**src/rtl/uart_rx_frame.sv**
```systemverilog
// ---------------------------------------------------------------------------
// uart_rx_frame
//
// Serial receive front end. Oversamples the asynchronous UART RX pin at the
// system clock, frames 8N1 characters (start bit, 8 data bits LSB first,
// one stop bit) and presents each correctly framed byte with a one-cycle
// valid pulse. A single holding register (rdata) is the only buffering.
//
// Frame timing is counted from the first IDLE cycle that sees the
// synchronized line low (frame cycle 0). With H = CLK_PER_HALF_BIT:
//   start bit sampled at frame cycle H
//   data bit n sampled at frame cycle H + 2*H*(n+1), n = 0..7
//   stop bit sampled at frame cycle 19*H
//   rdata_valid high during frame cycle 19*H+1
//
// Parameters:
//   CLK_PER_HALF_BIT : clock cycles per half bit period (must be >= 4)
//
// Ports:
//   clk         : system clock, all state on rising edge
//   rstn        : asynchronous active-low reset
//   uart_rx     : raw serial line, idle high, asynchronous to clk
//   rdata       : last correctly framed byte
//   rdata_valid : one-cycle pulse, rdata updated this cycle
//   ferr        : framing error flag, sticky until the next good frame
// ---------------------------------------------------------------------------
module uart_rx_frame #(
    parameter int CLK_PER_HALF_BIT = 520
) (
    input  logic       clk,
    input  logic       rstn,
    input  logic       uart_rx,
    output logic [7:0] rdata,
    output logic       rdata_valid,
    output logic       ferr
);

    // Counter must reach 2*H-1 (one full bit period minus one).
    localparam int CNT_W = $clog2(2 * CLK_PER_HALF_BIT);

    localparam logic [CNT_W-1:0] CNT_ZERO  = CNT_W'(0);
    localparam logic [CNT_W-1:0] CNT_ONE   = CNT_W'(1);
    localparam logic [CNT_W-1:0] HALF_LAST = CNT_W'(CLK_PER_HALF_BIT - 1);
    localparam logic [CNT_W-1:0] FULL_LAST = CNT_W'(2 * CLK_PER_HALF_BIT - 1);

    typedef enum logic [2:0] {
        IDLE  = 3'd0,
        START = 3'd1,
        DATA  = 3'd2,
        STOP  = 3'd3,
        BREAK = 3'd4
    } state_t;

    logic             sync1_r;
    logic             rxs_r;
    state_t           state_r;
    logic [CNT_W-1:0] cnt_r;
    logic [2:0]       bit_idx_r;
    logic [7:0]       shift_r;

    // Two-flop synchronizer for the asynchronous RX line; resets to idle-high
    // so a reset never manufactures a falling edge.
    always_ff @(posedge clk or negedge rstn) begin
        if (!rstn) begin
            sync1_r <= 1'b1;
            rxs_r   <= 1'b1;
        end else begin
            sync1_r <= uart_rx;
            rxs_r   <= sync1_r;
        end
    end

    // Frame state machine with registered outputs. The counter restarts on
    // every state entry and after every data-bit sample, so each sample point
    // lands at the centre of its bit cell.
    always_ff @(posedge clk or negedge rstn) begin
        if (!rstn) begin
            state_r     <= IDLE;
            cnt_r       <= CNT_ZERO;
            bit_idx_r   <= 3'd0;
            shift_r     <= 8'h00;
            rdata       <= 8'h00;
            rdata_valid <= 1'b0;
            ferr        <= 1'b0;
        end else begin
            rdata_valid <= 1'b0;
            case (state_r)
                IDLE: begin
                    cnt_r <= CNT_ZERO;
                    if (!rxs_r) begin
                        state_r <= START;
                    end else begin
                        state_r <= IDLE;
                    end
                end

                START: begin
                    if (cnt_r == HALF_LAST) begin
                        cnt_r <= CNT_ZERO;
                        if (!rxs_r) begin
                            state_r   <= DATA;
                            bit_idx_r <= 3'd0;
                        end else begin
                            // Line back high at mid-start: treat as a glitch.
                            state_r <= IDLE;
                        end
                    end else begin
                        cnt_r <= cnt_r + CNT_ONE;
                    end
                end

                DATA: begin
                    if (cnt_r == FULL_LAST) begin
                        cnt_r   <= CNT_ZERO;
                        shift_r <= {rxs_r, shift_r[7:1]};
                        if (bit_idx_r == 3'd7) begin
                            state_r <= STOP;
                        end else begin
                            bit_idx_r <= bit_idx_r + 3'd1;
                        end
                    end else begin
                        cnt_r <= cnt_r + CNT_ONE;
                    end
                end

                STOP: begin
                    if (cnt_r == FULL_LAST) begin
                        cnt_r <= CNT_ZERO;
                        if (rxs_r) begin
                            rdata       <= shift_r;
                            rdata_valid <= 1'b1;
                            ferr        <= 1'b0;
                            // Returning at mid-stop lets a back-to-back start
                            // bit be caught on its first low cycle.
                            state_r     <= IDLE;
                        end else begin
                            ferr    <= 1'b1;
                            state_r <= BREAK;
                        end
                    end else begin
                        cnt_r <= cnt_r + CNT_ONE;
                    end
                end

                BREAK: begin
                    // Hold off until the line recovers so a held-low line is
                    // not re-framed as an endless stream of start bits.
                    cnt_r <= CNT_ZERO;
                    if (rxs_r) begin
                        state_r <= IDLE;
                    end else begin
                        state_r <= BREAK;
                    end
                end

                default: begin
                    state_r   <= IDLE;
                    cnt_r     <= CNT_ZERO;
                    bit_idx_r <= 3'd0;
                end
            endcase
        end
    end

endmodule

```
**config.mk**
```make
export PLATFORM = sky130hd
export DESIGN_NAME = uart_rx_frame
export DESIGN_NICKNAME = d
export VERILOG_FILES = /design/src/rtl/uart_rx_frame.sv
export SDC_FILE = /design/constraint.sdc
export NUM_CORES = 1
export LEC_CHECK = 0
export CORE_UTILIZATION = 45
export CTS_CLUSTER_SIZE = 24
export DETAILED_ROUTE_END_ITERATION = 6
export SLEW_MARGIN = 10
export SYNTH_ARGS = -nofsm -noshare
export SYNTH_HDL_FRONTEND = slang
export SYNTH_SLANG_ARGS = --single-unit
```
**constraint.sdc**
```tcl
create_clock -name clk -period 4.1 [get_ports clk]
set_input_delay 1.23 -clock clk [delete_from_list [all_inputs] [get_ports clk]]
set_output_delay 1.23 -clock clk [all_outputs]
set_load 0.01 [all_outputs]
```
# Word-level counts from Yosys, hierarchy flattened
# Cells that the tools add are included.
# totals
input_bits,3
elab_cells,53
out_inout_bits,10
ff_bits,37
# op_classes
bitwise,1
add_sub_neg,2
mux,20
n_eq_ne,13
n_reduce_logical,8
# ops
operator,count
2-to-1 mux 3 bit,9
2-to-1 mux 11 bit,2
case mux 11 bit (2 select lines),1
case mux 3 bit (5 select lines),1
"!= test 2 bit, second input constant",6
"adder 11 x 1 -> 11 bit, second input constant",1
"== test 11 x 10 -> 1 bit, second input constant",1
"== test 11 bit, second input constant",1
case mux 3 bit (3 select lines),1
"== test 3 x 2 -> 1 bit, second input constant",2
"== test 3 bit, second input constant",2
2-to-1 mux 1 bit,5
AND reduction 5 bit,1
AND reduction 2 bit,2
AND reduction 4 bit,1
"adder 3 x 1 -> 3 bit, second input constant",1
"== test 3 x 1 -> 1 bit, second input constant",1
logical NOT 3 bit,1
AND reduction 3 bit,1
OR reduction 3 bit,1
2-to-1 mux 2 bit,1
OR reduction 2 bit,1
inverter 1 bit,1

# Logic depth before layout (Yosys ltp)
# Gate-level depths: netlist (run 1).
# depth
ltp_word,4
depth_mapped,6
depth_no_buf,5

# Worst setup path before layout (run 1)
# Ideal clock, no wire load.
# synth_path
path_kind,reg2reg
start,register cnt_r[5]
end,register cnt_r[10]
n_path_buf,1
synth_period_minus_slack_ps,2081
setup_slack_ps,2019
setup_ps,136
t_required_ps,3964
arrival_time_ps,1945
stages_incl_launch_ff,6
path_cell_list,dfrtp_1 -> or4_4 -> or4_4 -> a2bb2oi_1 -> buf_2 -> nor3_1
# synth_via
elab_chain_cells,3
word_cells_on_any_way,6
classes_between,add/sub (1); eq/ne (2); mux (3)
# synth_rtl
element,line,rtl
from (decl),57,logic [CNT_W-1:0] cnt_r;
from (signal assigned),108,cnt_r <= cnt_r + CNT_ONE;
from (signal assigned),122,cnt_r <= cnt_r + CNT_ONE;
from (signal assigned),141,cnt_r <= cnt_r + CNT_ONE;
adder 11 x 1 -> 11 bit (tied with other cells),"108, 122, 141",
2-to-1 mux 11 bit (on tied branches),"113, 127, 98",
case mux 11 bit (2 select lines) *,87,case (state_r)
# Every way passes the cells marked *; elsewhere a longest branch is shown, timed or not.
# A chain may end at the register's enable or synchronous reset.

# Final worst setup path (run 1)
# Ends and elaborated chain as after synthesis.

==> metrics.json, run 1 <==
{
  "ys_async_sr_fraction_pct": 100.0,
  "clockBufferDepth": 2,
  "p_sw_uw": 118.9,
  "cellLeakagePower_uw": 0.0009070,
  "drt_wl_total_um": 2672,
  "slowest_delay_ns": 0.68,
  "cell_by_cell_trace_of_the_critical_path": "or4_4 -> or4_4 -> a2bb2oi_1 -> nor3_1",
  "hold_buffers": 0,
  "cellPowerDensity_mw_per_mm2": 327.3,
  "seq_area_frac_synth_pct": 55.92,
  "required_ns": 4.22,
  "cp-end-kind": "flop",
  "hold_start": "sync1_r$_DFF_PN1_",
  "design.die.area_sq_mm": 0.003936,
  "slowest_stage": "sky130_fd_sc_hd__a2bb2oi_1",
  "synth_edf_count": 0,
  "ys_dominant_reg_cell": "sky130_fd_sc_hd__dfrtp_1",
  "layout-area-overhead-vs-synth_pct": 15.15,
  "layout.cell_area.non_filler_sq_mm": 0.001912,
  "post_synth_inst_count": 131,
  "cp_common_cell": "sky130_fd_sc_hd__or4_4",
  "setup_viol_count_final": 0,
  "clock_latency_ns": 0.28,
  "crit_path_start_kind": "flop",
  "p_sw_share_pct": 19.00,
  "fp.dieH_um": 62.74,
  "grt_start_max_net_pins": 38,
  "synth_seq_cells": 37,
  "gr-usage-all-layers_pct": 16.50,
  "top_level_ports": 13,
  "kind_of_critical_path": "flop to flop",
  "worstPathMaxFanout": 11,
  "die-width_um": 62.74,
  "detailedPlacementHpwl_um": 1885,
  "synth.avg_cell_area_sq_um": 12.67,
  "first_iter_violations": 28,
  "antenna-diode-count": 0,
  "syn-num-nets": 137,
  "final_count_of_pins_violating_max_slew": 0,
  "cts.repair_timing.setup_buffer_count": 0,
  "dpl_cell_area_sq_mm": 0.001822,
  "drtAntennaViolNets": 0,
  "wire_length_of_the_first_global_routing_pass_um": 4926,
  "max-slew-margin-rel_pct": 41.83,
  "tritoncts_clock_tree": "yes",
  "post_synth_instance_area_sq_mm": 0.001660,
  "cp-startpoint": "cnt_r[5]$_DFF_PN0_",
  "grt-ovfl-total": 0,
  "arrival_ns": 2.66,
  "ctsHtreeMaxLevel": 2,
  "share_comb_of_total_power_pct": 1.7,
  "core_area_sq_mm": 0.003442,
  "cts_root_buf": "sky130_fd_sc_hd__clkbuf_8",
  "cts_inserted_buffers": 5,
  "timing.clock.skew_ns": 0.003297,
  "detailedRoute.firstPassIterationCount": 5,
  "final_net_count": 151,
  "synth.lib_cells_used.distinct": 37,
  "drt_drc_violations_left": 0,
  "run_status": "complete, no violations",
  "ys_warn_count": 0,
  "maxClockFrequency_mhz": 393.4,
  "share_seq_of_total_power_pct": 58.8,
  "wire_per_inst_um": 13.92,
  "hold_class": "flop to flop",
  "timing.hold.worst_path_depth": 0,
  "grt_setup_unrepaired": "no",
  "tightest_slew_ns": 0.8691,
  "p_total_uw": 625.7,
  "start_util_pct": 48.24,
  "period_share_pct": 62.00,
  "avgViaCountPerCell": 5.422,
  "worstRegToRegCells": 4,
  "grt_antenna_before_repair": 0,
  "cellInternalPower_uw": 506.8,
  "placementRows": 21,
  "route.vias.total": 1041,
  "min_period_ns": 2.542,
  "drive_gt1_share_pct": 23.97,
  "cts_sinks": 37,
  "irDropWorstVdd_v": 0.0001546,
  "yosys.area.top_type_share_pct": 52.75,
  "cts.clk_slew.worst_paths_ns": 0.06,
  "power.clock.fraction_pct": 39.5,
  "drv.max_cap_violation_count": 0,
  "r2r_start": "cnt_r[5]$_DFF_PN0_",
  "post_cts_resized": 0,
  "gp_routability_congestion": 0.7520,
  "post_synth_top_area_cell": "sky130_fd_sc_hd__dfrtp_1",
  "synth_area_leaders": "sky130_fd_sc_hd__dfrtp_1 (53%), sky130_fd_sc_hd__mux2_2 (12%), sky130_fd_sc_hd__xor2_1 (3.7%), sky130_fd_sc_hd__nor3_1 (3.3%), sky130_fd_sc_hd__dfstp_2 (3.2%)",
  "vias_in_the_first_global_route": 1072,
  "setup-tns-final_ns": 0,
  "finalHoldViolCount": 0,
  "io_buffer_count": 12
}
==> synth_stat cells (2+ instances only) <==
cell	n
sky130_fd_sc_hd__nor2_1	2
sky130_fd_sc_hd__dfrtp_1	35
sky130_fd_sc_hd__inv_1	4
sky130_fd_sc_hd__o21ai_0	2
sky130_fd_sc_hd__a22o_1	2
sky130_fd_sc_hd__xnor2_1	2
sky130_fd_sc_hd__nor3b_1	2
sky130_fd_sc_hd__nand3_1	6
sky130_fd_sc_hd__or4_4	2
sky130_fd_sc_hd__nand4_1	2
sky130_fd_sc_hd__nor3_1	11
sky130_fd_sc_hd__ha_1	3
sky130_fd_sc_hd__nor4_1	2
sky130_fd_sc_hd__clkbuf_1	5
sky130_fd_sc_hd__nand2b_1	2
sky130_fd_sc_hd__mux2_2	18
sky130_fd_sc_hd__nand2_1	3
sky130_fd_sc_hd__xor2_1	7
sky130_fd_sc_hd__and4_1	2
sky130_fd_sc_hd__dfstp_2	2
==> stage by stage <==
step	hold slack, ns	util (%)	setup slack [ns]	instances
floorplan	0.3452	-	2.019	131
finish	0.3568	55.54	1.558	192
CTS	0.3575	55.54	1.515	192
global route	0.3592	55.54	1.398	192
detailed placement	0.3476	52.93	1.513	184
global placement	0.3461	52.93	1.601	184
==> path summary, 6_finish.rpt <==
path | to | slack [ns]
setup / recovery | cnt_r[10]$_DFF_PN0_ | 1.56
hold / removal | rxs_r$_DFF_PN1_ | 0.36
setup reg to reg | cnt_r[10]$_DFF_PN0_ | 1.56
hold reg to reg | rxs_r$_DFF_PN1_ | 0.36
max in group asynchronous | sync1_r$_DFF_PN1_ | 2.39
min in group asynchronous | cnt_r[8]$_DFF_PN0_ | 1.37
==> power groups by stage <==
stage,sequential (uW),clock (uW),combinational [uW]
5_1_grt,367,279,12.7
6_report,368,247,10.6
3_3_place_gp,374,0,11.2
4_1_cts,368,262,11.4
2_1_floorplan,374,0,1.54
3_5_place_dp,374,0,11.4
==> layout by cell type, fill, tap and decap left out, drive strengths merged, types with 2 or more instances in the layout <==
| master | n |
|---|---|
| nor4 | 3 |
| dfrtp | 35 |
| ha | 3 |
| nand2 | 3 |
| o21ai | 2 |
| nand3 | 6 |
| inv | 4 |
| clkdlybuf4s50 | 12 |
| or4 | 2 |
| nor2 | 2 |
| xor2 | 7 |
| nor3 | 12 |
| mux2 | 18 |
| xnor2 | 2 |
| nand2b | 2 |
| clkbuf | 8 |
| nor3b | 2 |
| a22o | 2 |
| dfstp | 2 |
| and4 | 2 |
| nand4 | 3 |
==> routing by layer <==
layer | vias up | GRT usage [%] | share of wire (%)
met5 | - | 0 | 0
met4 | 0 | 6.977 | 0.97
met3 | 2 | 5.474 | 2.3
met2 | 14 | 26.09 | 49
met1 | 520 | 20.65 | 48
li1 | 505 | - | -
==> layout make-up <==
class | count | area [sq um]
fill | 295 | 1530
tap | 46 | 57.56
sequential | 37 | 928.4
inverter | 4 | 15.01
clock buffer | 8 | 90.09
multi-input combinational | 84 | 693.2
timing repair buffer | 13 | 127.6
==> cells by family (layout without fill, tap and decap cells) <==
logic type | after synthesis | after routing | share of synthesized area, %
AND/OR/NAND/NOR | 43 | 43 | 17.03
AO/OA/AOI/OAI | 10 | 10 | 4.898
flip-flops | 37 | 37 | 55.92
multiplexers | 19 | 19 | 12.81
XOR/XNOR | 9 | 9 | 4.748
adder cells (fa/ha/maj) | 3 | 3 | 2.261
buffers and inverters | 10 | 25 | 2.336
==> worst max-delay path: cells and delay by family, from the launching register on <==
family           cells  cell delay (ns)
flip-flops           1             0.42
AND/OR/NAND/NOR      3             1.29
AO/OA/AOI/OAI        1             0.68
==> sequential cells by signal (all words and copies together), names as in the netlist <==
name / cells
cnt_r: 11
rdata: 8
shift_r: 8
bit_idx_r: 3
state_r: 3
ferr: 1
rdata_valid: 1
rxs_r: 1
sync1_r: 1
(Power assumes the default switching activity.)
==> run 2, diff against run 1 <==
Settings changed: PLACE_DENSITY set to 0.67.
Clock period 4.1 ns to 2.2 ns, I/O delays scaled along.
==> metrics.json, run 2 (same netlist as run 1, synthesis figures left out) <==
{
  "final_net_count": {"value": 154, "change": "+2.0%"},
  "cellLeakagePower": {"value": 0.0009090, "unit": "uW", "change": "+0.22%"},
  "grt_start_max_net_pins": {"value": 38, "change": "unchanged"},
  "hold_class": "flop to flop",
  "final-seq-area": {"value": 928.4, "unit": "sq um", "change": "unchanged"},
  "drtAntennaViolNets": {"value": 0, "change": "unchanged"},
  "cts_root_buf": "sky130_fd_sc_hd__clkbuf_8",
  "slowest_stage": "sky130_fd_sc_hd__or4_4",
  "finalHoldViolCount": {"value": 0, "change": "unchanged"},
  "cp-end-kind": "flop",
  "maxClockFrequency": {"value": 470.7, "unit": "MHz", "change": "+20%"},
  "arrival": {"value": 2.26, "unit": "ns", "change": "-0.40 ns"},
  "r2r-end": "cnt_r[6]$_DFF_PN0_",
  "fp.dieH": {"value": 62.74, "unit": "um", "change": "unchanged"},
  "avgViaCountPerCell": {"value": 5.549, "change": "+2.3%"},
  "kind_of_critical_path": "flop to flop",
  "design.die.area": {"value": 0.003936, "unit": "sq mm", "change": "unchanged"},
  "core_area": {"value": 0.003442, "unit": "sq mm", "change": "unchanged"},
  "placementRows": {"value": 21, "change": "unchanged"},
  "required": {"value": 2.34, "unit": "ns", "change": "-1.88 ns"},
  "drv.max_cap_violation_count": {"value": 0, "change": "unchanged"},
  "run_status": "complete, no violations",
  "hold_start": "sync1_r$_DFF_PN1_",
  "detailedRoute.firstPassIterationCount": {"value": 4, "change": "-1"},
  "cts_inserted_buffers": {"value": 5, "change": "unchanged"},
  "wire_length_of_the_first_global_routing_pass": {"value": 4788, "unit": "um", "change": "-2.8%"},
  "largest_regs": "cnt_r: 11 flops, rdata: 8 flops, shift_r: 8 flops",
  "io_buffer_count": {"value": 12, "change": "unchanged"},
  "worstRegToRegCells": {"value": 5, "change": "+1"},
  "layout_common_cells": "sky130_fd_sc_hd__dfrtp_1 (35), sky130_fd_sc_hd__mux2_2 (18), sky130_fd_sc_hd__nor3_1 (11), sky130_fd_sc_hd__clkdlybuf4s50_1 (11), sky130_fd_sc_hd__xor2_1 (7)",
  "route.vias.total": {"value": 1082, "change": "+3.9%"},
  "hold_buffers": {"value": 0, "change": "unchanged"},
  "irDropWorstVdd": {"value": 0.0003962, "unit": "V", "change": "+160%"},
  "max-slew-margin-rel": {"value": 46.37, "unit": "%", "change": "+4.5 points"},
  "tightest_slew": {"value": 0.8044, "unit": "ns", "change": "-0.06470 ns"},
  "slowest_delay": {"value": 0.59, "unit": "ns", "change": "-0.09 ns"},
  "detailedPlacementHpwl": {"value": 1876, "unit": "um", "change": "-0.49%"},
  "topRoutingLayerUsed": "met4",
  "final_count_of_pins_violating_max_slew": {"value": 0, "change": "unchanged"},
  "detailroute.wirelength.met3": {"value": 102, "unit": "um", "change": "+65%"},
  "regMostFlops": "cnt_r",
  "min_period": {"value": 2.124, "unit": "ns", "change": "-0.4177 ns"},
  "final_core_utilization": {"value": 57.54, "unit": "%", "change": "+2.0 points"},
  "top_level_ports": {"value": 13, "change": "unchanged"},
  "cts.clk_slew.worst_paths": {"value": 0.07, "unit": "ns", "change": "about the same"},
  "clock_latency": {"value": 0.29, "unit": "ns", "change": "about the same"},
  "wire_length_on_met1": {"value": 1304, "unit": "um", "change": "+2.2%"},
  "tritoncts_clock_tree": "yes",
  "gr-usage-all-layers": {"value": 16.06, "unit": "%", "change": "-0.45 points"},
  "gp_routability_congestion": {"value": 0.7400, "change": "-1.6%"},
  "setup.reg_to_reg.worst_slack": {"value": 0.08, "unit": "ns", "change": "-1.48 ns"},
  "wire_per_inst": {"value": 13.99, "unit": "um", "change": "+0.53%"},
  "met2WireLength": {"value": 1265, "unit": "um", "change": "-3.2%"},
  "layout-area-overhead-vs-synth_pct": 19.29,
  "mostFrequentLayoutCell": "sky130_fd_sc_hd__dfrtp_1",
  "drt_wl_total": {"value": 2728, "unit": "um", "change": "+2.1%"},
  "grt_setup_unrepaired": "no",
  "ctsHtreeMaxLevel": {"value": 2, "change": "unchanged"},
  "cp_common_cell": "sky130_fd_sc_hd__or4_4",
  "clockBufferDepth": {"value": 2, "change": "unchanged"},
  "cellPowerDensity": {"value": 660.3, "unit": "mW/mm^2", "change": "+100%"},
  "first_iter_violations": {"value": 23, "change": "-18%"},
  "multi_input_comb_area": {"value": 714.4, "unit": "sq um", "change": "+3.1%"},
  "critical-path-top-delay-family": "simple AND/OR/NAND/NOR gates",
  "setup_viol_count_final": {"value": 0, "change": "unchanged"},
  "timing.clock.skew": {"value": 0.005199, "unit": "ns", "change": "+0.001901 ns"},
  "crit_path_start_kind": "flop",
  "r2r_start": "cnt_r[6]$_DFF_PN0_",
  "die-width": {"value": 62.74, "unit": "um", "change": "unchanged"},
  "vias_in_the_first_global_route": {"value": 1066, "change": "-0.56%"},
  "drt_drc_violations_left": {"value": 0, "change": "unchanged"},
  "fill_cell_count": {"value": 280, "change": "-5.1%"},
  "timing.hold.worst_path_depth": {"value": 0, "change": "unchanged"},
  "start_util": {"value": 48.24, "unit": "%", "change": "unchanged"},
  "antenna-diode-count": {"value": 0, "change": "unchanged"},
  "period_share": {"value": 96.57, "unit": "%", "change": "+35 points"},
  "grt_antenna_before_repair": {"value": 0, "change": "unchanged"},
  "cts_sinks": {"value": 37, "change": "unchanged"},
  "worstPathMaxFanout": {"value": 11, "change": "unchanged"},
  "max_ffs_per_register": {"value": 11, "change": "unchanged"},
  "drive_gt1_share": {"value": 27.52, "unit": "%", "change": "+3.5 points"},
  "cell_by_cell_trace_of_the_critical_path": "or4_4 -> or4_4 -> a2bb2oi_1 -> buf_4 -> nor3_1",
  "critical_path.n_buffers_inverters": {"value": 1, "change": "+1"},
  "setup-tns-final": {"value": 0, "unit": "ns", "change": "unchanged"},
  "worstHoldEndpoint": "rxs_r$_DFF_PN1_",
  "grt-ovfl-total": {"value": 0, "change": "unchanged"}
}
==> run 2: cell types whose count changed in the layout (fill, tap and decap cells not counted) <==
cell                              before  now
sky130_fd_sc_hd__nand4_2               1    0
sky130_fd_sc_hd__bufinv_16             0    1
sky130_fd_sc_hd__clkdlybuf4s50_1      12   11
sky130_fd_sc_hd__buf_4                 1    4
sky130_fd_sc_hd__clkbuf_1              2    0
sky130_fd_sc_hd__clkinvlp_4            0    1
sky130_fd_sc_hd__nand4_4               0    1
sky130_fd_sc_hd__a2111oi_4             0    1
sky130_fd_sc_hd__a2111oi_2             1    0
sky130_fd_sc_hd__buf_2                 0    1
==> run 2: through the flow <==
step | setup WS [ns] | cell area [sq um] | std cells | power [uW] | hold WS [ns]
detailed placement | 0.05063 | 1839 | 187 | 717.3 | 0.3488
finish | 0.07553 | 1981 | 195 | 1308 | 0.3587
global route | 0.005533 | 1981 | 195 | 1360 | 0.3603
global placement | 0.07756 | 1839 | 187 | 716.7 | 0.3485
floorplan | 0.1188 | 1660 | 131 | 700.4 | 0.3452
CTS | 0.04444 | 1959 | 195 | 1321 | 0.3595
==> run 2: layer usage <==
metal	vias to the layer above	GRT usage [%]
li1	513	-
met4	0	6.105
met1	544	20.84
met3	6	5.474
met5	-	0
met2	19	24.73
==> run 2: worst register-to-register path, stage by stage, from the launching register on <==
cell and delay [ns]:
sky130_fd_sc_hd__dfrtp_1 0.41, sky130_fd_sc_hd__or4_4 0.55, sky130_fd_sc_hd__or4_4 0.59, sky130_fd_sc_hd__a2bb2oi_1 0.16
sky130_fd_sc_hd__buf_4 0.19, sky130_fd_sc_hd__nor3_1 0.07
==> run 2: how the worst max path moves through the flow <==
stage | from | endpoint | slack (ns) | depth (start not counted)
after global routing | cnt_r[6]$_DFF_PN0_ | cnt_r[6]$_DFF_PN0_ | 0.006 | 5
final | cnt_r[6]$_DFF_PN0_ | cnt_r[6]$_DFF_PN0_ | 0.08 | 5
after global placement | cnt_r[6]$_DFF_PN0_ | rdata[6]$_DFFE_PN0P_ | 0.08 | 4
after CTS | cnt_r[6]$_DFF_PN0_ | rdata[6]$_DFFE_PN0P_ | 0.04 | 4
after detailed placement | cnt_r[6]$_DFF_PN0_ | rdata[6]$_DFFE_PN0P_ | 0.05 | 4
after floorplan | cnt_r[5]$_DFF_PN0_ | cnt_r[10]$_DFF_PN0_ | 0.12 | 5
==> run 2: what timing repair did <==
action,in CTS,in global routing
endpoints found under the setup margin,0,9
setup buffers,0,0
resized for setup,0,2
==> run 2: layout make-up <==
type / count / area share (%)
flip-flops and latches: 37 / 46.87
well taps: 46 / 2.906
repair buffers: 16 / 7.328
clock inverters: 2 / 1.895
inverters: 4 / 0.7581
multi-input cells: 84 / 36.07
clock buffers: 6 / 4.169
==> run 2: where the power goes <==
part | internal, uW | leakage (uW) | switching [uW]
registers | 683 | 0.000495 | 1.97
logic | 3.92 | 0.000356 | 14.9
clock network | 368 | 0.0000574 | 235
==> run 3, diff against run 2 <==
Settings changed: CAP_MARGIN set to 20.
==> results of run 3 <==
Same layout as run 2: the final DEF is identical, and so are final timing and power.
